$ cat src/rtl/divisor_multiciclo_pkg.sv
// Shared definitions for the multi-cycle divider: FSM states and default width.
package divisor_multiciclo_pkg;

  localparam int unsigned LARGURA_PADRAO = 32;

  typedef enum logic [1:0] {
    OCIOSO = 2'd0,
    CALC   = 2'd1,
    AJUSTE = 2'd2,
    FIM    = 2'd3
  } estado_t;

endpackage

$ cat src/rtl/divisor_multiciclo_passo.sv
// One restoring shift-subtract step: shifts the next dividend bit into the
// partial remainder and subtracts the divisor when it fits.
module divisor_passo
  import divisor_multiciclo_pkg::*;
#(
  parameter int unsigned LARGURA = LARGURA_PADRAO
) (
  input  logic [LARGURA-1:0] resto_i,
  input  logic               bit_i,
  input  logic [LARGURA-1:0] divisor_i,
  output logic [LARGURA-1:0] resto_o,
  output logic               q_bit_o
);

  logic [LARGURA:0] desloc;
  logic [LARGURA:0] dif;

  // Partial remainder stays below the divisor, so one extra bit holds the shift.
  always_comb begin
    desloc  = {resto_i, bit_i};
    dif     = desloc - {1'b0, divisor_i};
    q_bit_o = ~dif[LARGURA];
    resto_o = q_bit_o ? dif[LARGURA-1:0] : desloc[LARGURA-1:0];
  end

endmodule

$ cat src/rtl/divisor_multiciclo.sv
// Multi-cycle restoring divider (div / divu) producing HI = remainder, LO = quotient.
module divisor_multiciclo
  import divisor_multiciclo_pkg::*;
#(
  parameter int unsigned LARGURA = LARGURA_PADRAO
) (
  input  logic               clk,
  input  logic               reset,
  input  logic               inicio,
  input  logic               sem_sinal,
  input  logic [LARGURA-1:0] dividendo,
  input  logic [LARGURA-1:0] divisor,
  output logic [LARGURA-1:0] hi,
  output logic [LARGURA-1:0] lo,
  output logic               ocupado,
  output logic               pronto,
  output logic               div_zero
);

  localparam int unsigned CW = (LARGURA > 1) ? $clog2(LARGURA) : 1;
  localparam logic [CW-1:0] ULTIMO = CW'(LARGURA - 1);

  estado_t            estado_q;
  logic [CW-1:0]      cont_q;
  logic [LARGURA-1:0] resto_q;
  logic [LARGURA-1:0] quoc_q;
  logic [LARGURA-1:0] dvs_q;
  logic               sem_sinal_q;
  logic               neg_dvd_q;
  logic               neg_dvs_q;
  logic [LARGURA-1:0] hi_q;
  logic [LARGURA-1:0] lo_q;
  logic               ocupado_q;
  logic               pronto_q;
  logic               div_zero_q;

  logic [LARGURA-1:0] mag_dvd;
  logic [LARGURA-1:0] mag_dvs;
  logic [LARGURA-1:0] resto_d;
  logic               q_bit;

  // Operand magnitudes; the most-negative value maps onto itself as unsigned.
  always_comb begin
    mag_dvd = (!sem_sinal && dividendo[LARGURA-1]) ? (~dividendo + LARGURA'(1)) : dividendo;
    mag_dvs = (!sem_sinal && divisor[LARGURA-1])   ? (~divisor + LARGURA'(1))   : divisor;
  end

  divisor_passo #(.LARGURA(LARGURA)) u_passo (
    .resto_i   (resto_q),
    .bit_i     (quoc_q[LARGURA-1]),
    .divisor_i (dvs_q),
    .resto_o   (resto_d),
    .q_bit_o   (q_bit)
  );

  // Control FSM with datapath and registered outputs.
  always_ff @(posedge clk) begin
    if (reset) begin
      estado_q    <= OCIOSO;
      cont_q      <= '0;
      resto_q     <= '0;
      quoc_q      <= '0;
      dvs_q       <= '0;
      sem_sinal_q <= 1'b0;
      neg_dvd_q   <= 1'b0;
      neg_dvs_q   <= 1'b0;
      hi_q        <= '0;
      lo_q        <= '0;
      ocupado_q   <= 1'b0;
      pronto_q    <= 1'b0;
      div_zero_q  <= 1'b0;
    end else begin
      case (estado_q)
        OCIOSO: begin
          if (inicio) begin
            sem_sinal_q <= sem_sinal;
            neg_dvd_q   <= dividendo[LARGURA-1];
            neg_dvs_q   <= divisor[LARGURA-1];
            resto_q     <= '0;
            quoc_q      <= mag_dvd;
            dvs_q       <= mag_dvs;
            cont_q      <= '0;
            div_zero_q  <= 1'b0;
            ocupado_q   <= 1'b1;
            if (divisor == '0) begin
              hi_q       <= dividendo;
              lo_q       <= '1;
              div_zero_q <= 1'b1;
              pronto_q   <= 1'b1;
              estado_q   <= FIM;
            end else begin
              estado_q <= CALC;
            end
          end
        end
        CALC: begin
          resto_q <= resto_d;
          quoc_q  <= {quoc_q[LARGURA-2:0], q_bit};
          if (cont_q == ULTIMO) begin
            cont_q   <= '0;
            estado_q <= AJUSTE;
          end else begin
            cont_q <= cont_q + CW'(1);
          end
        end
        AJUSTE: begin
          // Signed results: quotient negated on differing signs, remainder follows dividend.
          if (!sem_sinal_q && (neg_dvd_q ^ neg_dvs_q)) lo_q <= ~quoc_q + LARGURA'(1);
          else                                         lo_q <= quoc_q;
          if (!sem_sinal_q && neg_dvd_q) hi_q <= ~resto_q + LARGURA'(1);
          else                           hi_q <= resto_q;
          pronto_q <= 1'b1;
          estado_q <= FIM;
        end
        FIM: begin
          pronto_q  <= 1'b0;
          ocupado_q <= 1'b0;
          estado_q  <= OCIOSO;
        end
        default: begin
          estado_q  <= OCIOSO;
          pronto_q  <= 1'b0;
          ocupado_q <= 1'b0;
        end
      endcase
    end
  end

  assign hi       = hi_q;
  assign lo       = lo_q;
  assign ocupado  = ocupado_q;
  assign pronto   = pronto_q;
  assign div_zero = div_zero_q;

endmodule

$ cat config.mk
export PLATFORM = sky130hd
export DESIGN_NAME = divisor_multiciclo
export DESIGN_NICKNAME = d
export VERILOG_FILES = /design/src/rtl/divisor_multiciclo_pkg.sv /design/src/rtl/divisor_multiciclo_passo.sv /design/src/rtl/divisor_multiciclo.sv
export SDC_FILE = /design/constraint.sdc
export NUM_CORES = 1
export LEC_CHECK = 0
export CORE_ASPECT_RATIO = 1.4
export CORE_MARGIN = 1
export CORE_UTILIZATION = 60
export DETAILED_ROUTE_END_ITERATION = 8
export PLACE_DENSITY_LB_ADDON = 0.25
export SYNTH_ARGS = -nofsm -noshare
export SYNTH_HDL_FRONTEND = slang
export SYNTH_HIERARCHICAL = 1
export SYNTH_SLANG_ARGS = --single-unit
$ cat constraint.sdc
create_clock -name clk -period 8.6 [get_ports clk]
set_input_delay 1.72 -clock clk [delete_from_list [all_inputs] [get_ports clk]]
set_output_delay 1.72 -clock clk [all_outputs]
set_load 0.05 [all_outputs]
==> results.yml <==
finish:
  nNetsFinal: 1665
  utilization_pct: 71.0
  final_common_cell: "dfxtp_1"
  synthToLayoutAreaGrowth_pct: 15.2
  final-instance-count-excl-fill: 1813
  fillers: 1574
  fin_area_um2: 13800
  n_antenna_cell: 0
  most-common-layout-cells: "173 x dfxtp_1, 166 x nor2_1, 133 x clkdlybuf4s50_1, 132 x nand2_1, 114 x a21oi_1"
  drive_above_1_share_pct: 8.56
critical_path:
  path_buf_inv: 2
  regToRegStartpoint: "quoc_q[31]"
  crit_type: "input pin to register"
  worstSetupEndpointType: "register"
  start_kind: "input pin"
  cp.required_ps: 8880
  critical_path.top_delay_family: "simple AND/OR/NAND/NOR gates"
  crit_arrival_ps: 4880
  path_cells: "clkdlybuf4s50_1, or4_1, nor4b_2, nand3_1, o41ai_1, and2_1, buf_4, a311oi_1"
  cp_slowest_cell: "or4_1"
  cp_slowest_stage_delay_ps: 670
  path_max_fanout: 28
  setup.worst_path.start: "divisor[5]"
floorplan:
  core_area_um2: 19400
  die_w_um: 121
  die_area_um2: 20500
  die-height_um: 169
  initial_core_util_pct: 61.7
  pin_count: 135
  rows: 60
routing:
  drt-initial-drc-count: 793
  drt-pass1-iter-count: 5
  drc: 0
  ant_nets: 0
  vias: 11300
  drt-vias-per-instance: 6.22
  avgRoutedWirePerCell_um: 17.7
  wl_um: 32200
global_routing:
  grt_max_degree: 83
  grt_pass1_vias: 10800
  grt_pass1_wl_um: 52500
  grt.overflow.total: 0
  grt_antenna_before_repair: 0
  grtUsageTotal_pct: 32.2
pwr:
  irDropWorstVdd_mv: 0.217
  power.total_mw: 3.87
  power_frac_seq_pct: 29.3
  sw_frac_of_total_pct: 45.5
  intPower_mw: 2.11
  p_per_area_nw_per_um2: 281
  p_switching_mw: 1.76
  p_clk_share_pct: 19.4
  leakagePower_nw: 4.94
  combPwrFrac_pct: 51.3
clock_network:
  cts_root_buffer: "clkbuf_16"
  clk-insertion-delay-late_ps: 440
  cts_inserted_buffers: 17
  cts_tree: "built"
  ctsHoldBuffers: 0
  htreeDepth: 4
  cts_resized: 0
  post_cts_buffers: 0
  clock_sinks: 173
  cts.path.max_buffers: 2
  clk_pin_slew_ps: 70
logic_synthesis:
  ys_warn_count: 6
  synth_area_leaders: "dfxtp_1 29%, xnor2_1 5.8%, nor2_1 5.2%, a21oi_1 4.9%, ha_1 4.5%"
  synth_cells: 1487
  yosysTopAreaCell: "dfxtp_1"
  synth_ff_type: "dfxtp_1"
  syn-num-nets: 1599
  async_flop_share_pct: 0
  synth_cell_types: 89
  ys_ff_latch: 173
  ys_seq_area_share_pct: 29.0
  synth_top_area_share_pct: 29.0
  synth-edff-count: 0
  avgSynthCellArea_um2: 8.03
  synth.cell_area_um2: 11900
placement:
  pre_cts_ws_ps: 3560
  port_buffers: 134
  place_inst: 1782
  place_hpwl_um: 24000
  gp_congestion: 0.911
  postPlaceCellArea_um2: 13200
timing:
  hold_viol: 0
  hold_slack_ps: 455
  period_needed_ps: 4600
  finClkSkew_ps: 13.2
  slew_viol_final: 0
  slew-limit-headroom_pct: 31.6
  layout_setup_ws_ps: 4000
  finalSetupTns_ps: 0
  rsz0062_at_grt: "no"
  worstMarginPinSlew_ps: 1020
  clock.fmax_mhz: 217
  setup_viol_count_final: 0
  finalCritPeriodShare_pct: 53.5
job:
  drv_cap: 0
worst_hold_path:
  hold_path.startpoint: "hi[4]"
  holdCritPathClass: "register to register"
outcome:
  status: "completed"
[kinds of logic (layout without fill, tap and decap cells)]
| logic type | count (synthesis) | after routing | share of synthesized area, % |
|---|---|---|---|
| buf+inv | 161 | 239 | 6.51 |
| fa+ha+maj | 44 | 44 | 4.67 |
| compound gates | 454 | 454 | 26.8 |
| simple gates | 486 | 486 | 19.3 |
| xor+xnor | 139 | 139 | 10.2 |
| mux | 30 | 30 | 3.47 |
| flops | 173 | 173 | 29.0 |
[registers in the layout (all words and copies together) (netlist names), 2 cells and up]
signal and cells:
dvs_q 32, hi 32, lo 32, quoc_q 32, resto_q 32, cont_q 5, estado_q 2
[power by group through the flow]
stage / clock (mW) / sequential, mW / combinational (mW)
floorplan: 0 / 1.30 / 1.33
global placement: 0 / 1.14 / 1.92
detailed placement: 0 / 1.15 / 1.96
CTS: 0.754 / 1.13 / 1.97
global route: 0.786 / 1.16 / 2.17
finish: 0.750 / 1.13 / 1.99
[metal layers]
layer  GRT usage [%]  routed length [um]  up-vias  part of all wire [%]
met4            19.9                1670        0                   5.2
met3            4.28                1510      106                   4.7
met5               0                   0        -                     0
met1            34.6               12300     5223                    38
li1                -                   -     5535                     -
met2            58.7               16700      415                    52
[layout make-up]
cell class              count  area [um^2]  share of cell area [%]
well taps                 248          310                    2.26
clock buffers              20          457                    3.32
clock inverters            11          110                   0.800
flip-flops and latches    173         3460                    25.2
inverters                  58          225                    1.64
repair buffers            150         1460                    10.6
multi-input cells        1153         7730                    56.2
[worst min-delay path: cells and delay by family, from the launching register on]
kind / cells / cell delay, ps
flip-flops: 1 / 310
AND/OR/NAND/NOR: 1 / 50
AO/OA/AOI/OAI: 1 / 50
[cells in the mapped netlist (15+ instances only)]
master / count
nand3_1: 33
inv_1: 57
a21o_1: 17
a31oi_1: 25
o211ai_1: 25
xnor2_1: 79
o31ai_1: 29
a211oi_2: 29
a22oi_1: 35
nand2_1: 132
or4_1: 16
nor2_1: 167
xor2_1: 60
dfxtp_1: 173
o21ai_0: 59
ha_1: 43
mux2_4: 19
nor3_1: 40
clkbuf_1: 76
a21oi_1: 116
a211oi_1: 27
nor4_1: 15
[path summary, 6_finish.rpt]
path	endpoint	slack (ps)	depth (start not counted)
worst max-delay path	lo[1]	4000	8
worst min-delay path	hi[4]	460	2
worst max register to register	resto_q[8]	4360	15
worst min register to register	hi[4]	460	2
(Power assumes the default switching activity.)
